**config.mk**
```make
export PLATFORM = sky130hd
export DESIGN_NAME = tinyqv_slice_alu
export DESIGN_NICKNAME = d
export VERILOG_FILES = /design/src/rtl/tinyqv_slice_alu.sv
export SDC_FILE = /design/constraint.sdc
export NUM_CORES = 1
export LEC_CHECK = 0
export ABC_AREA = 0
export ABC_CLOCK_PERIOD_IN_PS = 4920
export CORE_MARGIN = 8
export CORE_UTILIZATION = 53
export CTS_CLUSTER_SIZE = 20
export DETAILED_ROUTE_END_ITERATION = 12
export PLACE_DENSITY = 0.75
export SLEW_MARGIN = 15
export SYNTH_ARGS = -nofsm -noshare
export SYNTH_HDL_FRONTEND = slang
export SYNTH_SLANG_ARGS = --single-unit
```
**constraint.sdc**
```tcl
create_clock -name clk -period 4.92 [get_ports clk]
set_input_delay 0.984 -clock clk [delete_from_list [all_inputs] [get_ports clk]]
set_output_delay 0.984 -clock clk [all_outputs]
set_load 0.005 [all_outputs]
```
**src/rtl/tinyqv_slice_alu.sv**
```systemverilog
// Multi-cycle tinyQV ALU: SLICE_W bits per cycle for arithmetic/logic/compare,
// one bit per cycle for shifts. One op in flight; done pulses when d/cmp_res are valid.
module tinyqv_slice_alu #(
  parameter int DATA_W  = 32,
  parameter int SLICE_W = 4
) (
  input  logic              clk,
  input  logic              rstn,
  input  logic              start,
  input  logic [3:0]        op,
  input  logic [DATA_W-1:0] a,
  input  logic [DATA_W-1:0] b,
  output logic              busy,
  output logic              done,
  output logic [DATA_W-1:0] d,
  output logic              cmp_res
);

  localparam int NSL = DATA_W / SLICE_W;
  localparam int KW  = (NSL > 1) ? $clog2(NSL) : 1;
  localparam int SW  = $clog2(DATA_W);
  localparam logic [KW-1:0] K_LAST = KW'(NSL - 1);

  localparam logic [3:0] OP_ADD = 4'b0000, OP_SUB = 4'b1000, OP_SLT = 4'b0010;
  localparam logic [3:0] OP_SLTU = 4'b0011, OP_AND = 4'b0111, OP_OR = 4'b0110;
  localparam logic [3:0] OP_XOR = 4'b0100, OP_EQ = 4'b1100, OP_SLL = 4'b0001;
  localparam logic [3:0] OP_SRL = 4'b0101, OP_SRA = 4'b1101;

  // state   | meaning
  // S_IDLE  | waiting for start
  // S_ARITH | one slice per edge, LSB slice first, carry/eq chained
  // S_SHIFT | one bit per edge until the shift count is exhausted
  typedef enum logic [1:0] {S_IDLE, S_ARITH, S_SHIFT} state_t;

  state_t              state_q, state_d;
  logic [3:0]          op_q, op_d;
  logic [DATA_W-1:0]   a_q, a_d, b_q, b_d, d_q, d_d, work_q, work_d;
  logic [KW-1:0]       k_q, k_d;
  logic [SW-1:0]       cnt_q, cnt_d;
  logic                cy_q, cy_d, eq_q, eq_d, done_q, done_d, cmp_q, cmp_d;

  logic [SLICE_W-1:0]  a_k, b_k, bx_k, res_k;
  logic [SLICE_W:0]    sum_k;
  logic                inv_b, eq_k, lt_s, lt_u;
  logic [DATA_W-1:0]   shifted;

  function automatic logic op_inverts_b(input logic [3:0] o);
    return (o == OP_SUB) || (o == OP_SLT) || (o == OP_SLTU);
  endfunction

  function automatic logic op_is_shift(input logic [3:0] o);
    return (o == OP_SLL) || (o == OP_SRL) || (o == OP_SRA);
  endfunction

  always_comb begin
    state_d = state_q;
    op_d    = op_q;
    a_d     = a_q;
    b_d     = b_q;
    d_d     = d_q;
    work_d  = work_q;
    k_d     = k_q;
    cnt_d   = cnt_q;
    cy_d    = cy_q;
    eq_d    = eq_q;
    cmp_d   = cmp_q;
    done_d  = 1'b0;

    a_k   = a_q[int'(k_q)*SLICE_W +: SLICE_W];
    b_k   = b_q[int'(k_q)*SLICE_W +: SLICE_W];
    inv_b = op_inverts_b(op_q);
    bx_k  = inv_b ? ~b_k : b_k;
    sum_k = {1'b0, a_k} + {1'b0, bx_k} + {{SLICE_W{1'b0}}, cy_q};
    eq_k  = (a_k == b_k);
    lt_u  = ~sum_k[SLICE_W];
    // Signed less-than: sign of the difference corrected for overflow collapses to this.
    lt_s  = a_k[SLICE_W-1] ^ bx_k[SLICE_W-1] ^ sum_k[SLICE_W];

    case (op_q)
      OP_ADD, OP_SUB: res_k = sum_k[SLICE_W-1:0];
      OP_AND:         res_k = a_k & b_k;
      OP_OR:          res_k = a_k | b_k;
      OP_XOR:         res_k = a_k ^ b_k;
      default:        res_k = '0;
    endcase

    case (op_q)
      OP_SLL:  shifted = work_q << 1;
      OP_SRL:  shifted = work_q >> 1;
      OP_SRA:  shifted = {work_q[DATA_W-1], work_q[DATA_W-1:1]};
      default: shifted = work_q;
    endcase

    case (state_q)
      S_IDLE: begin
        if (start) begin
          op_d    = op;
          a_d     = a;
          b_d     = b;
          d_d     = '0;
          cmp_d   = 1'b0;
          k_d     = '0;
          cy_d    = op_inverts_b(op);
          eq_d    = 1'b1;
          cnt_d   = b[SW-1:0];
          work_d  = a;
          state_d = op_is_shift(op) ? S_SHIFT : S_ARITH;
        end
      end
      S_ARITH: begin
        d_d[int'(k_q)*SLICE_W +: SLICE_W] = res_k;
        cy_d = sum_k[SLICE_W];
        eq_d = eq_q & eq_k;
        k_d  = k_q + KW'(1);
        if (k_q == K_LAST) begin
          state_d = S_IDLE;
          done_d  = 1'b1;
          case (op_q)
            OP_SLT:  cmp_d = lt_s;
            OP_SLTU: cmp_d = lt_u;
            OP_EQ:   cmp_d = eq_q & eq_k;
            default: cmp_d = 1'b0;
          endcase
          if (op_q == OP_SLT || op_q == OP_SLTU || op_q == OP_EQ) begin
            d_d = DATA_W'(cmp_d);
          end
        end
      end
      S_SHIFT: begin
        // Finishing on the count==1 edge keeps latency at max(shamt, 1).
        if (cnt_q == '0) begin
          d_d     = work_q;
          done_d  = 1'b1;
          state_d = S_IDLE;
        end else if (cnt_q == SW'(1)) begin
          d_d     = shifted;
          work_d  = shifted;
          cnt_d   = '0;
          done_d  = 1'b1;
          state_d = S_IDLE;
        end else begin
          work_d = shifted;
          cnt_d  = cnt_q - SW'(1);
        end
      end
      default: state_d = S_IDLE;
    endcase
  end

  always_ff @(posedge clk) begin
    if (!rstn) begin
      state_q <= S_IDLE;
      op_q    <= '0;
      a_q     <= '0;
      b_q     <= '0;
      d_q     <= '0;
      work_q  <= '0;
      k_q     <= '0;
      cnt_q   <= '0;
      cy_q    <= 1'b0;
      eq_q    <= 1'b0;
      cmp_q   <= 1'b0;
      done_q  <= 1'b0;
    end else begin
      state_q <= state_d;
      op_q    <= op_d;
      a_q     <= a_d;
      b_q     <= b_d;
      d_q     <= d_d;
      work_q  <= work_d;
      k_q     <= k_d;
      cnt_q   <= cnt_d;
      cy_q    <= cy_d;
      eq_q    <= eq_d;
      cmp_q   <= cmp_d;
      done_q  <= done_d;
    end
  end

  assign busy    = (state_q != S_IDLE);
  assign done    = done_q;
  assign d       = d_q;
  assign cmp_res = cmp_q;

endmodule
```
# After elaboration in Yosys (flattened, before gate mapping)
# Cells that the tools add are included.
# word_totals
register_bits	146
input_bits	71
out_inout_bits	35
word_cells	113
# classes
add_sub_neg	5
eq_ne	25
shift	4
n_mux	37
bitwise_logic	8
n_reduce_logical	22
# ops
cell	count
32-bit two-way mux	7
32-bit one-hot mux with 3 select lines	2
32-bit one-hot mux with 2 select lines	1
32-bit by 6-bit variable part select with 4-bit output	2
5-bit negation with 33-bit output	1
4-bit by 33-bit variable shift with 32-bit output, first input constant	1
4-bit by 33-bit variable part select with 32-bit output	1
32-bit bitwise mux	1
4-bit by 3-bit == test with 1-bit output, second input constant	5
4-bit == test, second input constant	5
4-bit by 2-bit == test with 1-bit output, second input constant	4
4-bit one-hot mux with 4 select lines	1
5-bit two-way mux	3
3-bit AND reduction	4
2-bit two-way mux	5
5-bit one-hot mux with 2 select lines	1
4-bit by 1-bit == test with 1-bit output, second input constant	2
1-bit logical OR	8
1-bit one-hot mux with 2 select lines	4
1-bit two-way mux	7
2-bit != test, second input constant	3
2-bit one-hot mux with 3 select lines	1
3-bit one-hot mux with 2 select lines	1
2-bit nonzero test	3
26 further kinds	28

# Depth between registers and ports, before layout
# logic_depth
depth_word	12
ltp_mapped	14
depth_no_buf	12

# Least setup slack after synthesis
# OpenSTA, ideal clock, no wires.
# synth_timing
path_kind	register to register
from	register k_q[0]
to	register d_q[14], in the netlist d[14]
setup_ps	79
t_arrival_ps	3773
required_time_ps	4841
setup_slack_ps	1068
stages_incl_launch_ff	13
n_path_buf	1
synth_period_minus_slack_ps	3852
path_cell_list	dfxtp_1 -> buf_1 -> mux4_2 -> mux2i_1 -> xnor2_1 -> fa_1 -> fa_1 -> xor2_1 -> nor2_1 -> o32a_1 -> o21ai_0 -> nand2_1 -> o211ai_1
# synth_via
elab_chain_cells	11
elab_cells_between_ends	18
classes_between	3 x add/sub; 1 x eq/ne; 4 x shift; 6 x mux; 4 x bitwise
# synth_lines
element	line	text
start, declared	38	logic [KW-1:0] k_q, k_d;
start signal, assigned	171	k_q <= k_d;
32-bit by 6-bit variable part select with 4-bit output	70	b_k = b_q[int'(k_q)*SLICE_W +: SLICE_W];
4-bit NOT	72	bx_k = inv_b ? ~b_k : b_k;
4-bit two-way mux	72	
4-bit by 4-bit adder with 5-bit output	73	sum_k = {1'b0, a_k} + {1'b0, bx_k} + {{SLICE_W{1'b0}}, cy_q};
5-bit by 1-bit adder with 5-bit output	73	
4-bit one-hot mux with 4 select lines	79	case (op_q)
4-bit by 33-bit variable part select with 32-bit output	111	d_d[int'(k_q)*SLICE_W +: SLICE_W] = res_k;
32-bit bitwise mux	111	
32-bit two-way mux	124	if (op_q == OP_SLT || op_q == OP_SLTU || op_q == OP_EQ) begin
32-bit two-way mux (*)	115	if (k_q == K_LAST) begin
32-bit one-hot mux with 3 select lines (*)	94	case (state_q)
end signal, assigned	156	d_q <= '0;
end signal, assigned	169	d_q <= d_d;
end, declared	37	logic [DATA_W-1:0] a_q, a_d, b_q, b_d, d_q, d_d, work_q, work_d;
# Mark *: on every way between the ends. The rest lies on a longest branch, timed or not.
# A chain may end at the register's enable or synchronous reset.

# Worst setup path after layout
# layout_timing
from	register k_q[0]
to	register d_q[26], in the netlist d[26]
# Same word-level chain as after synthesis.

==> impl_metrics.tcl <==
set metrics [dict create \
    post-route-util_pct 65.6 \
    r2r_start "k_q[0]$_SDFFE_PN0P_" \
    hold_viol_final 0 \
    r2r_cells 11 \
    cts.clk_slew.worst_paths_ps 60 \
    synthCells 1030 \
    grt_pass1_vias 7495 \
    layout-drive-gt1-share_pct 8.06 \
    ys_seq_elements 146 \
    dp_cells 1272 \
    clock_sinks 146 \
    max_cap_viol_count 0 \
    yosys.area.top_type "dfxtp_1" \
    p_leak_uw 0.00361 \
    crit_type "reg2reg" \
    clk-insertion-delay-late_ps 430 \
    wl_per_cell_um 20.0 \
    ys_async_sr_fraction_pct 0 \
    crit_path_start_kind "register" \
    clockBufferDepth 2 \
    grt-ovfl-total 0 \
    ys_seq_area_share_pct 36.3 \
    cts_tree "built" \
    syn_to_final_growth_pct 22.4 \
    initial_utilization_pct 53.6 \
    diodes 0 \
    die_area_um2 19400 \
    hold_class "reg2reg" \
    status "finished, final reports clean" \
    fill_cells 1327 \
    grt_pass1_wl_mm 41.3 \
    fin_crit_ps 4320 \
    r2r_slack_ps 600 \
    fin_skew_ps 9.71 \
    tns_ps 0 \
    final_antenna_net_count 0 \
    ctsResizeCount 0 \
    synth.top_cell.area_share_pct 36.3 \
    rr_endpoint "d[26]$_SDFFE_PN0P_" \
    num_rows 45 \
    die_height_um 139 \
    root_buffer "clkbuf_16" \
    synth.cell_area_um2 8050 \
    ys.warnings.count 0 \
    worstMarginPinSlew_ps 1030 \
    synth-edff-count 0 \
    num-nets-final 1200 \
    yosys-top-cells-area "dfxtp_1, nand2_1, a21oi_1" \
    grt_use_total_pct 26.6 \
    hold_buffers 0 \
    port_buffers 105 \
    die_x_um 139 \
    worstHoldStart "b_q[16]$_SDFFE_PN0P_" \
    endpoint_kind "register" \
    setup-violations-final 0 \
    place_congestion 0.943 \
    numCtsBuffers 17 \
    hold_depth 2 \
    routed_via_density 6.21 \
    core_area_um2 15000 \
    io_pins 106 \
    synth_common_cells "nand2_1, dfxtp_1, a21oi_1" \
    worstPathRequired_ps 5270 \
    synthesis.nets 1127 \
    finalCritPeriodShare_pct 87.8 \
    power_density_nw_per_um2 384 \
    htree_levels 4 \
    wl_mm 26.0 \
    ir_worst_vdd_v 0.000259 \
    hold_end "b_q[16]$_SDFFE_PN0P_" \
    post_cts.repair.setup_buffers 0 \
    drc 0 \
    antenna_found_initial 0 \
    avgSynthCellArea_um2 7.82 \
    ys.flop_type "dfxtp_1" \
    rsz0062_at_grt "no" \
    slew-limit-headroom_pct 31.3 \
    grt_max_degree 94 \
    ys_types 72 \
    dp_hpwl_mm 19.0 \
    critPathMaxFanout 12 \
    instances_no_fill 1304 \
    synth.most_common_cell "nand2_1" \
    worst_hold_slack_ps 451 \
    arrival_ps 4670 \
    num_vias 8100 \
    firstDrtPassIters 5 \
    max_freq_mhz 231 \
    first_iter_violations 786 \
    finalMaxSlewViolations 0 \
]
-- area by class of cell --
class | instances | area (µm²) | share of cell area [%]
clock inverter | 14 | 203 | 2.06
sequential | 146 | 2920 | 29.6
clock buffer | 18 | 429 | 4.35
multi-input combinational | 783 | 4750 | 48.2
inverter | 29 | 109 | 1.10
tap | 188 | 235 | 2.39
timing repair buffer | 126 | 1210 | 12.3
-- state kept, by name, summed over array words and instances (netlist names) --
| register | flops |
|---|---|
| state_q | 2 |
| a_q | 32 |
| d | 32 |
| done | 1 |
| cnt_q | 5 |
| b_q | 32 |
| work_q | 32 |
| op_q | 4 |
| k_q | 3 |
| cy_q | 1 |
| cmp_res | 1 |
| eq_q | 1 |
-- critical path: stages (launching register included) --
cell	delay, ps
dfxtp_1	790
mux4_2	600
mux2i_1	280
xnor2_1	120
fa_1	420
fa_1	440
xor2_1	180
nor2_1	60
o32a_1	350
o21ai_0	520
nand2_1	280
o211ai_1	220
-- cell usage in the layout (no fill, tap or decap), drive strengths merged, types with 4 or more instances in the layout --
cell type	synthesis	routed
and2	10	10
bufinv	0	4
clkbuf	49	18
clkinv	2	4
a31oi	10	10
clkinvlp	0	4
nor2	76	76
nor2b	8	8
or3	9	9
nand2b	8	8
nor3b	4	4
ha	24	24
a22oi	20	20
nor3	21	21
buf	23	21
o21ai	79	79
o211ai	13	13
dfxtp	146	146
o22ai	8	8
a221oi	4	4
xnor2	6	6
o221ai	15	15
clkdlybuf4s50	0	105
nand3	23	23
mux2i	21	21
inv	27	31
a2111oi	5	5
a21oi	114	114
a221o	10	10
a2bb2oi	8	8
nand2	215	215
o2bb2ai	5	5
mux4	16	16
-- worst max-delay path by stage --
stage | from | endpoint | slack, ps | depth (start not counted)
finish | k_q[0]$_SDFFE_PN0P_ | d[26]$_SDFFE_PN0P_ | 600 | 11
floorplan | k_q[0]$_SDFFE_PN0P_ | d[14]$_SDFFE_PN0P_ | 1070 | 12
detailed placement | k_q[0]$_SDFFE_PN0P_ | d[14]$_SDFFE_PN0P_ | 670 | 11
global route | k_q[0]$_SDFFE_PN0P_ | d[14]$_SDFFE_PN0P_ | 310 | 11
global placement | k_q[0]$_SDFFE_PN0P_ | d[14]$_SDFFE_PN0P_ | 790 | 11
CTS | k_q[0]$_SDFFE_PN0P_ | d[26]$_SDFFE_PN0P_ | 640 | 11
-- cells by family (layout without fill, tap and decap cells) --
group / after synthesis / count (layout) / synth area share (%)
AO/OA/AOI/OAI: 318 / 318 / 25.0
XOR/XNOR: 7 / 7 / 0.761
adder cells (fa/ha/maj): 26 / 26 / 4.23
buffers and inverters: 101 / 187 / 4.88
flip-flops: 146 / 146 / 36.3
multiplexers: 40 / 40 / 7.51
AND/OR/NAND/NOR: 392 / 392 / 21.4
-- routing by layer --
| metal | wire length, µm | global-route usage, % |
|---|---|---|
| met1 | 11600 | 36.4 |
| met2 | 11400 | 40.0 |
| met4 | 537 | 9.53 |
| met3 | 2500 | 6.26 |
| met5 | 0 | 0 |
-- metrics by stage --
step,instance area (µm²),setup slack (ps),power [µW]
final,9860,598,3790
after global routing,9860,313,3950
after CTS,9860,637,3780
after detailed placement,9230,668,2380
after global placement,9230,787,2380
after floorplan,8050,1070,2050
-- where the power goes --
part           leakage, µW  switching (µW)  internal (µW)  total, µW
clock network     0.000294             548            856       1400
registers          0.00120             106           1290       1400
logic              0.00212             612            376        988
total              0.00361            1270           2520       3790
Power figures use the tool's default switching activity.
